`config.mk`:
```
export PLATFORM = sky130hd
export DESIGN_NAME = error_gen
export DESIGN_NICKNAME = d
export VERILOG_FILES = /design/src/rtl/error_gen_pkg.sv /design/src/rtl/error_gen_err_pattern.sv /design/src/rtl/error_gen.sv
export SDC_FILE = /design/constraint.sdc
export NUM_CORES = 1
export LEC_CHECK = 0
export CORE_MARGIN = 2
export CORE_UTILIZATION = 26
export CTS_CLUSTER_DIAMETER = 150
export CTS_CLUSTER_SIZE = 10
export DETAILED_ROUTE_END_ITERATION = 12
export SYNTH_ARGS = -nofsm -noshare
export SYNTH_HDL_FRONTEND = slang
export SYNTH_SLANG_ARGS = --single-unit
```
`constraint.sdc`:
```
create_clock -name clock -period 6.9 [get_ports clock]
set_input_delay 1.38 -clock clock [delete_from_list [all_inputs] [get_ports clock]]
set_output_delay 1.38 -clock clock [all_outputs]
set_load 0.005 [all_outputs]
```
`src/rtl/error_gen_pkg.sv`:
```
// Shared definitions for the error_gen block and its bench: FSM state
// encoding and the default window length / detector tolerance.
package error_gen_pkg;

    typedef enum logic [1:0] {
        S_IDLE = 2'd0,
        S_RUN  = 2'd1,
        S_DONE = 2'd2
    } state_e;

    localparam int N_DEF = 64;
    localparam int H_DEF = 8;

endpackage

```
`src/rtl/error_gen_err_pattern.sv`:
```
// err_pattern: walks the bit index of one window and decides, bit by bit,
// whether the current position carries an injected error.  Errors sit at
// 0, stride, 2*stride, ... up to k of them, and anything landing at or past
// the window end is simply never reached (no wrap into the next window).
module err_pattern #(
    parameter int N = 64
) (
    input  logic                   clock,
    input  logic                   reset,
    input  logic                   load,
    input  logic                   adv,
    input  logic                   clear,
    input  logic [$clog2(N):0]     k,
    input  logic [$clog2(N)-1:0]   stride,
    output logic                   bit_out,
    output logic [$clog2(N)-1:0]   bit_idx
);

    localparam int IW = $clog2(N);
    localparam int KW = IW + 1;

    logic [IW-1:0] idx_q, idx_d;
    logic [KW-1:0] nxt_q, nxt_d;
    logic [KW-1:0] cnt_q, cnt_d;
    logic          out_q, out_d;
    logic          hit;

    // Next bit: restart at index 0 on load or window wrap, otherwise step and test for an error.
    always_comb begin
        idx_d = idx_q;
        nxt_d = nxt_q;
        cnt_d = cnt_q;
        out_d = out_q;
        hit   = 1'b0;
        if (clear) begin
            idx_d = '0;
            nxt_d = '0;
            cnt_d = '0;
            out_d = 1'b0;
        end else if (load || (adv && (idx_q == IW'(N - 1)))) begin
            // Index 0 always carries the first error when k is non-zero.
            idx_d = '0;
            out_d = (k != '0);
            cnt_d = (k != '0) ? KW'(1) : '0;
            nxt_d = KW'(stride);
        end else if (adv) begin
            idx_d = idx_q + IW'(1);
            hit   = (cnt_q < k) && (nxt_q == (KW'(idx_q) + KW'(1)));
            out_d = hit;
            if (hit) begin
                cnt_d = cnt_q + KW'(1);
                // nxt_q <= N-1 here, so the sum stays below 2N and fits KW bits.
                nxt_d = nxt_q + KW'(stride);
            end
        end
    end

    // Pattern state register.
    always_ff @(posedge clock) begin
        if (reset) begin
            idx_q <= '0;
            nxt_q <= '0;
            cnt_q <= '0;
            out_q <= 1'b0;
        end else begin
            idx_q <= idx_d;
            nxt_q <= nxt_d;
            cnt_q <= cnt_d;
            out_q <= out_d;
        end
    end

    assign bit_out = out_q;
    assign bit_idx = idx_q;

endmodule

```
`src/rtl/error_gen.sv`:
```
// error_gen: emits windows*N serial bits with k errors per window spaced
// stride apart, for exercising a paired error detector.  The FSM and the
// window counter live here; the per-window pattern lives in err_pattern.
module error_gen
    import error_gen_pkg::*;
#(
    parameter int N = N_DEF,
    parameter int H = H_DEF
) (
    input  logic                   clock,
    input  logic                   reset,
    input  logic                   start,
    input  logic [$clog2(N):0]     err_k,
    input  logic [$clog2(N)-1:0]   stride,
    input  logic [7:0]             windows,
    output logic                   out,
    output logic [$clog2(N)-1:0]   bit_idx,
    output logic                   busy,
    output logic                   done,
    output logic                   warn_level
);

    localparam int IW = $clog2(N);
    localparam int KW = IW + 1;

    state_e        state_q, state_d;
    logic [KW-1:0] k_q, k_d;
    logic [IW-1:0] stride_q, stride_d;
    logic [7:0]    win_tot_q, win_tot_d;
    logic [7:0]    win_cnt_q, win_cnt_d;
    logic          warn_q, warn_d;

    logic [KW-1:0] k_eff;
    logic [IW-1:0] stride_eff;
    logic [7:0]    win_eff;
    logic          load, adv, clear, last_bit;
    logic [KW-1:0] pat_k;
    logic [IW-1:0] pat_stride;

    // Sanitised run parameters: k clamped to N, zero stride/windows promoted to 1.
    always_comb begin
        k_eff      = (err_k > KW'(N)) ? KW'(N) : err_k;
        stride_eff = (stride == '0) ? IW'(1) : stride;
        win_eff    = (windows == 8'd0) ? 8'd1 : windows;
        last_bit   = (bit_idx == IW'(N - 1)) && (win_cnt_q == (win_tot_q - 8'd1));
    end

    // FSM next state, latched parameters and pattern control.
    always_comb begin
        state_d   = state_q;
        k_d       = k_q;
        stride_d  = stride_q;
        win_tot_d = win_tot_q;
        win_cnt_d = win_cnt_q;
        warn_d    = warn_q;
        load      = 1'b0;
        adv       = 1'b0;
        clear     = 1'b0;
        case (state_q)
            S_IDLE: begin
                if (start) begin
                    state_d   = S_RUN;
                    k_d       = k_eff;
                    stride_d  = stride_eff;
                    win_tot_d = win_eff;
                    win_cnt_d = 8'd0;
                    warn_d    = (int'(k_eff) >= H);
                    load      = 1'b1;
                end
            end
            S_RUN: begin
                if (last_bit) begin
                    state_d = S_DONE;
                    warn_d  = 1'b0;
                    clear   = 1'b1;
                end else begin
                    adv = 1'b1;
                    if (bit_idx == IW'(N - 1)) begin
                        win_cnt_d = win_cnt_q + 8'd1;
                    end
                end
            end
            S_DONE: begin
                state_d   = S_IDLE;
                win_cnt_d = 8'd0;
            end
            default: begin
                state_d = S_IDLE;
                warn_d  = 1'b0;
                clear   = 1'b1;
            end
        endcase
    end

    // The first window uses the just-sanitised inputs; later windows use the latched copies.
    always_comb begin
        pat_k      = load ? k_eff : k_q;
        pat_stride = load ? stride_eff : stride_q;
    end

    // Control and latched-parameter registers.
    always_ff @(posedge clock) begin
        if (reset) begin
            state_q   <= S_IDLE;
            k_q       <= '0;
            stride_q  <= '0;
            win_tot_q <= 8'd0;
            win_cnt_q <= 8'd0;
            warn_q    <= 1'b0;
        end else begin
            state_q   <= state_d;
            k_q       <= k_d;
            stride_q  <= stride_d;
            win_tot_q <= win_tot_d;
            win_cnt_q <= win_cnt_d;
            warn_q    <= warn_d;
        end
    end

    err_pattern #(.N(N)) u_pattern (
        .clock   (clock),
        .reset   (reset),
        .load    (load),
        .adv     (adv),
        .clear   (clear),
        .k       (pat_k),
        .stride  (pat_stride),
        .bit_out (out),
        .bit_idx (bit_idx)
    );

    assign busy       = (state_q == S_RUN);
    assign done       = (state_q == S_DONE);
    assign warn_level = warn_q;

endmodule

```
Yosys cells after proc, flatten, opt, wreduce, memory -nomap -nowiden
Index checks and enable logic that the tools add are counted.

storage, ports and cells
  register bits after elaboration = 53
  bits in latches = 0
  memory bits (writable) = 0
  bits in read-only memories = 0
  input bits = 24
  output and inout port bits = 10
  logic and storage cells = 80
  memories kept = 0

operators by class
  add/subtract/negate cells = 6
  $mul = 0
  divide/modulo/power cells = 0
  magnitude comparators = 3
  equal/unequal tests = 9
  shift operators = 0
  muxes and demuxes = 30
  bitwise gates (word level) = 1
  reductions and logical operators = 20

operators with widths
  operator             count
  $mux 7               5
  $mux 8               4
  $mux 6               5
  $pmux 8 s3           1
  $mux 1               10
  $add 8x1->8 const B  1
  $eq 8x8->1           1
  $logic_not 8->1      1
  $reduce_and 2->1     4
  $sub 8x1->8 const B  1
  $add 6x1->7 const B  1
  $add 7x1->7 const B  1
  $add 7x6->7          1
  $eq 7x7->1           1
  $ge 7x4->1 const B   1
  $gt 7x7->1 const B   1
  $lt 7x7->1           1
  $reduce_bool 7->1    1
  $add 6x1->6 const B  1
  $eq 6x6->1 const B   1
  $logic_not 6->1      1
  $mux 2               2
  $ne 2x1->1 const B   2
  $ne 2x2->1 const B   2
  other kinds (15)     19

Depth between registers and ports, before layout
  depth in word-level cells = 9
  gate-level depth with buffers = 17
  gate-level depth less buffers = 13

By module
A second synthesis with hierarchy kept.

second synthesis, totals
  cells, all modules = 383
  area total of the unflattened synthesis = 3143.0 µm²

by module, submodules not included
  module       times used  cells an instance  area each (µm²)
  error_gen    1           211                1702.9
  err_pattern  1           172                1440.1

Worst setup path before layout
No wires, ideal clock.

  path kind = input -> register
  start = input port start
  end = register u_pattern.cnt_q[6]
  setup time = 0.070 ns
  arrival time = 4.344 ns
  slack = 2.486 ns
  stages = 12
  path buffers = 2
  cells stage by stage = or3b_2 clkbuf_1 clkbuf_1 a21oi_1 ha_1 a21o_1 a21o_1 a32oi_1 nand4_2 or4_1 or3_1 a21oi_1

on the way
  longest elaborated chain between the ends = 7
  elaborated cells on any way between the ends = 10

ends and longest elaborated chain
  item                         RTL line                     text
  start, declared              error_gen.sv:12              input logic start,
  $mux 1 (*)                   error_gen.sv:61              if (start) begin
  $mux 1 (*)                   error_gen.sv:59              case (state_q)
  $mux 7                       error_gen.sv:97              pat_k = load ? k_eff : k_q;
  $lt 7x7->1                   error_gen_err_pattern.sv:48  hit = (cnt_q < k) && (nxt_q == (KW'(idx_q) + KW'(1)));
  $logic_and 1x1->1            error_gen_err_pattern.sv:48
  $reduce_bool 2->1 (no line)  --
  $reduce_and 2->1 (no line)   --
  end signal, assigned         error_gen_err_pattern.sv:68  cnt_q <= cnt_d;
  end, declared                error_gen_err_pattern.sv:24  logic [KW-1:0] cnt_q, cnt_d;

Every way passes the cells marked *; elsewhere a longest branch is shown, timed or not.
A chain may end at the register's enable or synchronous reset.

Worst setup path in the final report
  start = input port start
  end = register u_pattern.cnt_q[5]

The elaborated chain is that of the path after synthesis.

==> flow_metrics.env <==
export IMPL_final_cell_mix="dfxtp_1, nor2_1, nand2_1"
export IMPL_fin_tns_setup_ps=0
export IMPL_vias_per_cell=4.90
export IMPL_grt_max_degree=34
export IMPL_dr_pass1_iters=4
export IMPL_start_util_pct=26.4
export IMPL_fmax_ghz=0.197
export IMPL_post_cts_buffers=0
export IMPL_fin_skew_ps=5.99
export IMPL_power_density_nw_per_um2=212
export IMPL_timing_worst_setup_path_type="in2reg"
export IMPL_grt_pass1_wl_microns=12500
export IMPL_cellLeakagePower_nw=1.32
export IMPL_avgSynthCellArea_sq_um=8.36
export IMPL_first_global_vias=2565
export IMPL_grtUsageTotal_pct=11.9
export IMPL_worstReg2RegStart="state_q[0]"
export IMPL_portBuffers=33
export IMPL_fin_hold_ws_ps=479
export IMPL_finalWeightedCongestion=0.898
export IMPL_cp_max_fo=33
export IMPL_die_height_microns=114
export IMPL_setup_violations=0
export IMPL_core_area_sq_um=11900
export IMPL_dp_cells=540
export IMPL_ctsLongestPathBuffers=2
export IMPL_num_nets_final=441
export IMPL_drtIter0Drc=194
export IMPL_drive_gt1_share_pct=6.98
export IMPL_critPathRequiredTime_ps=7130
export IMPL_cts_buffers=5
export IMPL_vias=2687
export IMPL_layout_commonest_cell="dfxtp_1"
export IMPL_max_slew_margin_pct=47.6
export IMPL_ys_ff_latch=53
export IMPL_synth_main_ff_cell="dfxtp_1"
export IMPL_status="complete, no violations"
export IMPL_grt_overflow_total=0
export IMPL_yosys_warnings=0
export IMPL_critPathLaunch="start"
export IMPL_clk_latency_ps=290
export IMPL_async_flop_share_pct=0
export IMPL_h_tree_depth=2
export IMPL_netlist_area_sq_um=3140
export IMPL_hold_path_class="reg2reg"
export IMPL_hold_path_cell_count=2
export IMPL_maxSlewViolCount=0
export IMPL_max_cap_violations=0
export IMPL_synth_distinct_cells=59
export IMPL_n_antenna_cell=0
export IMPL_wire_per_inst_microns=13.6
export IMPL_ios=34
export IMPL_arrival_ps=5310
export IMPL_die_w_microns=114
export IMPL_ys_seq_area_share_pct=33.8
export IMPL_synth_nets=417
export IMPL_hp_start="win_tot_q[7]"
export IMPL_cts_root_buf="clkbuf_16"
export IMPL_min_period_over_period_pct=73.7
export IMPL_critPathLaunchType="input port"
export IMPL_hold_viol_final=0
export IMPL_area_delta_synth_final_pct=19.7
export IMPL_antenna_left=0
export IMPL_antenna_found_initial=0
export IMPL_synth_edf_count=0
export IMPL_cts_sinks=53
export IMPL_rsz0062_at_grt="false"
export IMPL_instances_no_fill=548
export IMPL_drc=0
export IMPL_worstSetupEndpointType="flop"
export IMPL_r2r_cells=11
export IMPL_ir_worst_vdd_uv=92.5
export IMPL_worst_pin_slew_ps=786
export IMPL_tritoncts="done"
export IMPL_synth_cells=376
export IMPL_ctsHoldBuffers=0
export IMPL_ctsResizeCount=0
export IMPL_drt_wl_total_microns=7470
export IMPL_rows=40
export IMPL_die_area_sq_um=13000
export IMPL_fin_crit_ps=5080
export IMPL_hpwl_microns=5600
export IMPL_path_clk_slew_ps=70
[routing by layer]
metal / track usage, % / vias to the layer above / share of wire [%]
met5: 0 / - / 0
met4: 3.33 / 0 / 1.1
met3: 2.28 / 6 / 3.7
met2: 19.0 / 45 / 44
met1: 16.4 / 1255 / 51
li1: - / 1381 / -
[synth_stat cells (all sizes together), types with 3 or more instances]
library cell / number / share of area [%]
o21a: 3 / 0.72
nor3b: 11 / 3.0
xor2: 4 / 1.1
xnor2: 27 / 7.5
dfxtp: 53 / 34
a21o: 7 / 1.7
a211oi: 12 / 3.0
ha: 16 / 6.4
inv: 13 / 1.6
a21oi: 28 / 4.8
o21ai: 10 / 1.6
nand3b: 3 / 0.72
or3: 6 / 1.4
nand3: 9 / 1.4
or3b: 3 / 0.84
buf: 9 / 1.7
or4: 3 / 0.84
clkbuf: 9 / 1.1
nand4: 6 / 1.4
nand2: 40 / 4.8
nor2b: 10 / 2.0
mux2i: 7 / 2.2
nor2: 45 / 5.5
nor3: 5 / 0.80
nor4: 7 / 1.6
[state kept, by name (all words and copies together), names as in the netlist]
| name | cells |
|---|---|
| warn_level | 1 |
| u_pattern.cnt_q | 7 |
| win_cnt_q | 8 |
| win_tot_q | 8 |
| u_pattern.bit_out | 1 |
| k_q | 7 |
| state_q | 2 |
| u_pattern.bit_idx | 6 |
| u_pattern.nxt_q | 7 |
| stride_q | 6 |
[path summary, 6_finish.rpt]
kind	end	slack (ps)
max	u_pattern.cnt_q[5]	1820
max reg2reg	u_pattern.cnt_q[5]	3010
min	win_tot_q[7]	480
min reg2reg	win_tot_q[7]	480
[report_power, final]
group / internal [mW] / leakage [nW] / switching (mW) / total [mW]
clock: 0.181 / 0.0831 / 0.118 / 0.300
combinational: 0.0741 / 0.802 / 0.0815 / 0.156
sequential: 0.322 / 0.433 / 0.0186 / 0.341
total: 0.578 / 1.32 / 0.219 / 0.796
[metrics by stage]
stage	cell area, sq um	total power, mW	setup WS, ps	utilization [%]
after floorplan	3140	0.455	2490	-
after global placement	3580	0.499	1720	30.1
after detailed placement	3580	0.504	1550	30.1
after CTS	3760	0.803	1850	31.6
after global routing	3760	0.835	1520	31.6
final	3760	0.796	1820	31.6
[cell type report]
class                   count  area (sq um)
well taps                 147           184
clock buffers               6           139
fillers                  1246          8150
flip-flops and latches     53          1060
clock inverters             2          37.5
repair buffers             35           345
inverters                  13          48.8
multi-input cells         292          1940
[kinds of logic after synthesis]
| logic type | Yosys count | synth area share [%] |
|---|---|---|
| fa+ha+maj | 17 | 7.01 |
| simple gates | 160 | 27.2 |
| compound gates | 77 | 16.8 |
| xor+xnor | 31 | 8.64 |
| flops | 53 | 33.8 |
| buf+inv | 31 | 4.34 |
| mux | 7 | 2.23 |
[worst max-delay path, cell delays in order]
cell and delay [ps]:
clkdlybuf4s50_1 540, or3b_2 760, nor3b_1 290, a21oi_1 120
ha_1 270, nor4b_1 300, mux2i_1 150, a32oi_1 210
nand4_2 260, or4_1 580, or3_1 320, a21oi_1 140
No activity file was read; power rests on OpenSTA's default activity.
